## src/rtl/uart_prog_loader_if.sv

```systemverilog
// Instruction-memory write port of the UART program loader.
// The loader drives this bundle (master); the instruction memory and any
// supervisor logic observe it (slave).
interface uart_prog_loader_if #(
   parameter int ADDR_W = 14
);
   logic              prog_ready_o;
   logic              we_o;
   logic [ADDR_W-1:0] addr_o;
   logic [31:0]       wdata_o;
   logic              done_o;
   logic              rx_err_o;
   logic              ovf_o;
   logic [31:0]       cksum_o;

   modport master (
      output prog_ready_o, we_o, addr_o, wdata_o,
      output done_o, rx_err_o, ovf_o, cksum_o
   );

   modport slave (
      input prog_ready_o, we_o, addr_o, wdata_o,
      input done_o, rx_err_o, ovf_o, cksum_o
   );
endinterface

```

## src/rtl/uart_prog_loader.sv

```systemverilog
// UART program loader: receives 8N1 bytes, assembles them MSB first into
// 32-bit instruction words and writes them to consecutive word addresses
// until the end marker arrives or the memory is full.
// Optional feature: define PROG_LOADER_CKSUM_EN to get a running XOR
// checksum of every written word on cksum_o; otherwise cksum_o is tied to 0.
module uart_prog_loader #(
   parameter int          CLKS_PER_BIT = 87,
   parameter int          ADDR_W       = 14,
   parameter logic [31:0] END_WORD     = 32'h0000_0FFF
) (
   input  logic               clk_i,
   input  logic               rst_ni,
   input  logic               rx_i,
   uart_prog_loader_if.master bus
);

   localparam int                CNT_W     = $clog2(CLKS_PER_BIT + 1);
   localparam logic [CNT_W-1:0]  HALF_LAST = CNT_W'(CLKS_PER_BIT / 2 - 1);
   localparam logic [CNT_W-1:0]  BIT_LAST  = CNT_W'(CLKS_PER_BIT - 1);
   localparam logic [ADDR_W-1:0] ADDR_MAX  = '1;

   typedef enum logic [1:0] {RX_IDLE, RX_START, RX_DATA, RX_STOP} rx_state_t;
   typedef enum logic [1:0] {L_IDLE, L_LOAD, L_DONE}              load_state_t;

   // ---------------------------------------------------------------
   // Input synchronizer plus one delayed copy for edge detection
   // ---------------------------------------------------------------
   logic rx_meta, rx_sync, rx_sync_d;

   // Two-flop synchronizer; flops reset to the idle-high line level so
   // leaving reset never looks like a start bit.
   always_ff @(posedge clk_i or negedge rst_ni) begin
      // NOTE: clocked state always uses non-blocking assignments so every
      // flop samples the pre-edge value of its neighbours.
      if (!rst_ni) begin
         rx_meta   <= 1'b1;
         rx_sync   <= 1'b1;
         rx_sync_d <= 1'b1;
      end else begin
         rx_meta   <= rx_i;
         rx_sync   <= rx_meta;
         rx_sync_d <= rx_sync;
      end
   end

   // ---------------------------------------------------------------
   // Receive FSM
   // ---------------------------------------------------------------
   rx_state_t        rx_state, rx_state_nxt;
   logic [CNT_W-1:0] rx_cnt, rx_cnt_nxt;
   logic [2:0]       rx_bit, rx_bit_nxt;
   logic [7:0]       rx_shift, rx_shift_nxt;
   logic             byte_valid;
   logic             frame_err;

   // Receive state, bit-timing counter and data shift register.
   always_ff @(posedge clk_i or negedge rst_ni) begin
      if (!rst_ni) begin
         rx_state <= RX_IDLE;
         rx_cnt   <= '0;
         rx_bit   <= '0;
         rx_shift <= '0;
      end else begin
         rx_state <= rx_state_nxt;
         rx_cnt   <= rx_cnt_nxt;
         rx_bit   <= rx_bit_nxt;
         rx_shift <= rx_shift_nxt;
      end
   end

   // Receive next-state: mid-start check, eight LSB-first data samples,
   // stop sample, then straight back to idle to hunt the next start edge.
   always_comb begin
      // NOTE: every signal written here gets a default first, so no path
      // through the case can leave one unassigned and infer a latch.
      rx_state_nxt = rx_state;
      rx_cnt_nxt   = rx_cnt + CNT_W'(1);
      rx_bit_nxt   = rx_bit;
      rx_shift_nxt = rx_shift;
      byte_valid   = 1'b0;
      frame_err    = 1'b0;
      unique case (rx_state)
         RX_IDLE: begin
            rx_cnt_nxt = '0;
            if (rx_sync_d && !rx_sync) rx_state_nxt = RX_START;
         end
         RX_START: begin
            if (rx_cnt == HALF_LAST) begin
               rx_cnt_nxt   = '0;
               rx_bit_nxt   = '0;
               rx_state_nxt = rx_sync ? RX_IDLE : RX_DATA;
            end
         end
         RX_DATA: begin
            if (rx_cnt == BIT_LAST) begin
               rx_cnt_nxt   = '0;
               rx_shift_nxt = {rx_sync, rx_shift[7:1]};
               rx_bit_nxt   = rx_bit + 3'd1;
               if (rx_bit == 3'd7) rx_state_nxt = RX_STOP;
            end
         end
         RX_STOP: begin
            if (rx_cnt == BIT_LAST) begin
               rx_cnt_nxt   = '0;
               rx_state_nxt = RX_IDLE;
               if (rx_sync) byte_valid = 1'b1;
               else         frame_err  = 1'b1;
            end
         end
         default: rx_state_nxt = RX_IDLE;
      endcase
   end

   // ---------------------------------------------------------------
   // Load FSM and write datapath
   // ---------------------------------------------------------------
   load_state_t       l_state, l_state_nxt;
   logic [1:0]        byte_cnt;
   logic [23:0]       word_sh;
   logic [31:0]       word_asm;
   logic              take_byte;
   logic              do_write;
   logic              set_ovf;
   logic              full_q;
   logic              ready_q, we_q, done_q, err_q, ovf_q;
   logic [ADDR_W-1:0] addr_q;
   logic [31:0]       wdata_q;

   // Word as it stands with the byte just received in the low lane.
   assign word_asm = {word_sh, rx_shift};

   // Load state register.
   always_ff @(posedge clk_i or negedge rst_ni) begin
      if (!rst_ni) l_state <= L_IDLE;
      else         l_state <= l_state_nxt;
   end

   // Load next-state: every fourth valid byte completes a word, which is
   // either the end marker, an overflow, or a write.
   always_comb begin
      l_state_nxt = l_state;
      take_byte   = 1'b0;
      do_write    = 1'b0;
      set_ovf     = 1'b0;
      unique case (l_state)
         L_IDLE, L_LOAD: begin
            if (byte_valid) begin
               take_byte   = 1'b1;
               l_state_nxt = L_LOAD;
               if (byte_cnt == 2'd3) begin
                  if (word_asm == END_WORD) begin
                     l_state_nxt = L_DONE;
                  end else if (full_q) begin
                     set_ovf     = 1'b1;
                     l_state_nxt = L_DONE;
                  end else begin
                     do_write = 1'b1;
                  end
               end
            end
         end
         L_DONE:  l_state_nxt = L_DONE;
         default: l_state_nxt = L_IDLE;
      endcase
   end

   // Byte assembly, write strobe, address advance and status flags.
   always_ff @(posedge clk_i or negedge rst_ni) begin
      if (!rst_ni) begin
         byte_cnt <= '0;
         word_sh  <= '0;
         ready_q  <= 1'b0;
         we_q     <= 1'b0;
         addr_q   <= '0;
         wdata_q  <= '0;
         full_q   <= 1'b0;
         done_q   <= 1'b0;
         err_q    <= 1'b0;
         ovf_q    <= 1'b0;
      end else begin
         ready_q <= (l_state_nxt != L_DONE);
         done_q  <= (l_state_nxt == L_DONE);
         we_q    <= do_write;
         if (do_write) wdata_q <= word_asm;
         if (set_ovf)  ovf_q   <= 1'b1;
         // A framing error realigns word assembly on the next good byte.
         if (frame_err) begin
            err_q    <= 1'b1;
            byte_cnt <= '0;
         end else if (take_byte) begin
            byte_cnt <= byte_cnt + 2'd1;
            word_sh  <= word_asm[23:0];
         end
         // The last address holds and marks the memory full instead of wrapping.
         if (we_q) begin
            if (addr_q == ADDR_MAX) full_q <= 1'b1;
            else                    addr_q <= addr_q + ADDR_W'(1);
         end
      end
   end

   assign bus.prog_ready_o = ready_q;
   assign bus.we_o         = we_q;
   assign bus.addr_o       = addr_q;
   assign bus.wdata_o      = wdata_q;
   assign bus.done_o       = done_q;
   assign bus.rx_err_o     = err_q;
   assign bus.ovf_o        = ovf_q;

`ifdef PROG_LOADER_CKSUM_EN
   logic [31:0] cksum_q;

   // Running XOR of every word in the cycle it is written.
   always_ff @(posedge clk_i or negedge rst_ni) begin
      if (!rst_ni)   cksum_q <= '0;
      else if (we_q) cksum_q <= cksum_q ^ wdata_q;
   end

   assign bus.cksum_o = cksum_q;
`else
   assign bus.cksum_o = '0;
`endif

endmodule

```

## src/flat_wrapper.sv

```systemverilog
// flat-port wrapper written by rule: the top's interface ports become plain ports
module uart_prog_loader_flat 
#(
   parameter int          CLKS_PER_BIT = 87,
   parameter int          ADDR_W       = 14,
   parameter logic [31:0] END_WORD     = 32'h0000_0FFF
)
  (clk_i, rst_ni, rx_i, bus_prog_ready_o, bus_we_o, bus_addr_o, bus_wdata_o, bus_done_o, bus_rx_err_o, bus_ovf_o, bus_cksum_o);
  uart_prog_loader_if #(.ADDR_W(ADDR_W)) bus_i ();
  input  logic clk_i;
  input  logic rst_ni;
  input  logic rx_i;
  output wire logic [$bits(bus_i.prog_ready_o)-1:0] bus_prog_ready_o;
  output wire logic [$bits(bus_i.we_o)-1:0] bus_we_o;
  output wire logic [$bits(bus_i.addr_o)-1:0] bus_addr_o;
  output wire logic [$bits(bus_i.wdata_o)-1:0] bus_wdata_o;
  output wire logic [$bits(bus_i.done_o)-1:0] bus_done_o;
  output wire logic [$bits(bus_i.rx_err_o)-1:0] bus_rx_err_o;
  output wire logic [$bits(bus_i.ovf_o)-1:0] bus_ovf_o;
  output wire logic [$bits(bus_i.cksum_o)-1:0] bus_cksum_o;
  assign bus_prog_ready_o = bus_i.prog_ready_o;
  assign bus_we_o = bus_i.we_o;
  assign bus_addr_o = bus_i.addr_o;
  assign bus_wdata_o = bus_i.wdata_o;
  assign bus_done_o = bus_i.done_o;
  assign bus_rx_err_o = bus_i.rx_err_o;
  assign bus_ovf_o = bus_i.ovf_o;
  assign bus_cksum_o = bus_i.cksum_o;
  uart_prog_loader #(.CLKS_PER_BIT(CLKS_PER_BIT), .ADDR_W(ADDR_W), .END_WORD(END_WORD)) u_core (.clk_i(clk_i), .rst_ni(rst_ni), .rx_i(rx_i), .bus(bus_i));
endmodule
```

## config.mk

```make
export PLATFORM = sky130hd
export DESIGN_NAME = uart_prog_loader_flat
export DESIGN_NICKNAME = d
export VERILOG_FILES = /design/src/rtl/uart_prog_loader_if.sv /design/src/rtl/uart_prog_loader.sv /design/src/flat_wrapper.sv
export SDC_FILE = /design/constraint.sdc
export NUM_CORES = 1
export LEC_CHECK = 0
export BUFFER_PORTS_ARGS = -buffer_cell sky130_fd_sc_hd__buf_2
export CORE_UTILIZATION = 49
export CTS_BUF_LIST = sky130_fd_sc_hd__clkbuf_8
export DETAILED_ROUTE_END_ITERATION = 6
export GPL_TIMING_DRIVEN = 0
export PLACE_DENSITY = 0.83
export SLEW_MARGIN = 20
export SYNTH_ARGS = -nofsm -noshare
export SYNTH_HDL_FRONTEND = slang
export SYNTH_SLANG_ARGS = --single-unit
```

## constraint.sdc

```tcl
create_clock -name clk_i -period 4.8 [get_ports clk_i]
set_input_delay 0.48 -clock clk_i [delete_from_list [all_inputs] [get_ports clk_i]]
set_output_delay 0.48 -clock clk_i [all_outputs]
set_load 0.02 [all_outputs]
```

==> metrics.txt <==
status finished clean; port bufs between 50 and 60; RSZ-0062 raised after global routing no; Worst Min Path Start rx_i; routed vias around 2,800; largest net degree at the start of global routing 76; post-route antenna net violation count 0; placed insts 557; Rel. slew slack 52.9%; DR DRC count 0; Yosys cell types 47; root buffer cell clkbuf_8; Total Nets Final 449; Achievable Freq 428 MHz; min cycle time layout 2.33 ns; Synth Register Bits 103; top cell type's share of synthesized area 53.5%; Worst EP arrival between 2 and 3 ns; CTS Buffer Depth 2; flop2flop setup slack 2.47 ns; share of cells above drive strength 1 42.2%; dpl hpwl 5.67 mm; post-layout instance count excluding filler cells about 570; post-synth top area cell dfrtp_1; maximum vdd ir drop around 210 uV; Clk Latency, worst-skew pair 0.36 ns; critical path startpoint u_core.rx_cnt[0]; WL final 7.91 mm; Worst Path Required 5.05 ns; Post-synth EDFFs 0; Mapped Cells 343; ys flop type dfrtp_1; fin crit share roughly 50%; count of final hold-check violations 0; CTS tree yes; crit-path max FO 8; clock sinks approximately 100; crit end category flip-flop; DR pass1 iterations 4; Vias/cell approximately 4.9; startpoint types flip-flop; Reg clk slew, reported paths around 0.10 ns; Ant. Diodes 0; Mapped Area 4680 sq um; drt wl/cell around 14 um; Seq/Total Area, Yosys a little under three fifths; most frequent cell after synthesis dfrtp_1; ratio of total power to cell area 275 nW/um^2; die area 9940 sq um; Die Y 99.7 um; Leakage Power 2.87 nW; drt first-iter violations 120; Yosys warnings 0; IO Count 86; antenna violations before repair 0; Hold Path Class input port to flip-flop; GR Util All Layers 17.4%; kind of critical path flip-flop to flip-flop; Filler cells 731; Max-Cap Viols 0; Post CTS Setup Buffer Count 0; setup TNS 0 ns; Initial Util 50.6%; die span in x approximately 100 um; Core Util, Final 59.2%; Pins Over Slew Limit 0; Area contributors post-synth dfrtp_1, mux2_4, mux2_2; core area 9240 sq um; first-pass GRT wire length 13.7 mm; gp weighted congestion just over 0.8; Num CTS Buffers 9; Worst Tran Pin Value 0.704 ns; vias in the first global route 2,830; site row count 35; H-tree levels 3; ys async rst share 100%; cts repair resizes 0; list of most frequent post-synthesis cells dfrtp_1, mux2_2, buf_4; RR Startpoint u_core.rx_cnt[0]; Setup Skew roughly 0.0094 ns; gr ovfl total 0; final setup vio count 0; area grow syn2layout 16.9%; Avg Cell Area, Syn 13.6 sq um
through the flow:
step           hold WS [ns]  setup WS (ns)  instance area, sq um  total power [mW]
2_1_floorplan         0.184           2.78                  4790             0.943
3_5_place_dp          0.347           2.45                  5260             0.967
5_1_grt               0.187           2.24                  5470              1.57
6_report              0.211           2.47                  5470              1.51
3_3_place_gp          0.346           2.25                  5220             0.962
4_1_cts               0.194           2.43                  5470              1.52
sequential cells by signal, indices dropped and copies added (netlist names), 2 cells and up, named ones only:
register            cells
u_core.word_sh         24
u_core.rx_cnt           7
u_core.bus.wdata_o     32
u_core.rx_shift         8
u_core.bus.addr_o      14
u_core.l_state          2
u_core.rx_bit           3
u_core.byte_cnt         2
repair_timing:
| action | in CTS | in global routing |
|---|---|---|
| hold buffers | 1 | 0 |
| endpoints found under the setup margin | 0 | 0 |
| endpoints found under the hold margin | 25 | 0 |
report_power, final:
part | switching (mW) | internal (mW)
logic | 0.0497 | 0.0259
registers | 0.00253 | 0.872
clock network | 0.297 | 0.259
total | 0.350 | 1.16
routing by layer:
| layer | vias up | part of all wire (%) | global-route usage [%] |
|---|---|---|---|
| li1 | 1351 | - | - |
| met1 | 1386 | 44 | 22.5 |
| met4 | 0 | 0.73 | 4.07 |
| met5 | - | 0 | 0 |
| met3 | 9 | 4.2 | 4.43 |
| met2 | 68 | 51 | 29.4 |
placed cells by master (no fill, tap or decap), types with 5 or more instances in the layout:
master      n
nand3_1     6
mux2_4     30
buf_4      32
nor2_1     15
nand4_1     6
and3_1      7
nand2_1     9
conb_1     32
ha_1        6
inv_1       7
o21ai_0     5
mux2_2     37
clkbuf_8   10
xnor2_1    14
dfrtp_1   100
buf_2      56
worst max-delay path: stages, from the launching register on:
cell and delay [ns]:
dfrtp_1 0.43, inv_1 0.08, ha_1 0.19, nand4bb_1 0.11
nor3b_1 0.37, a2bb2oi_1 0.64, mux2_2 0.41
logic make-up (layout without fill, tap and decap cells):
logic type                 count (synthesis)  count (layout)  share of synthesized area [%]
DFF                                      103             103                           55.2
and+or+nand+nor                           70              70                           9.44
muxes                                     67              67                           18.5
buffers and inverters                     50             121                           7.19
AOI/OAI and AO/OA                         29              29                           4.79
xor gates and xnor gates                  17              17                           3.18
adders and majority gates                  6               6                           1.60
other                                      1              32                         0.0802
worst paths after layout:
path / endpoint / cells after the start
max: u_core.rx_state[0] / 6
min: u_core.rx_meta / 1
max reg2reg: u_core.rx_state[0] / 6
min reg2reg: u_core.rx_sync / 0
max in group asynchronous: u_core.bus.wdata_o[1] / 3
min in group asynchronous: u_core.bus.addr_o[6] / 2
final cells by class:
type,count,area [sq um],share of cell area (%)
buffer,43,310,5.67
clock buffer,10,138,2.52
clock inverter,6,67.6,1.24
inverter,7,26.3,0.480
multi-input combinational,221,1880,34.3
sequential,103,2580,47.2
tap,129,161,2.95
timing repair buffer,55,309,5.65
Power figures use the tool's default switching activity.
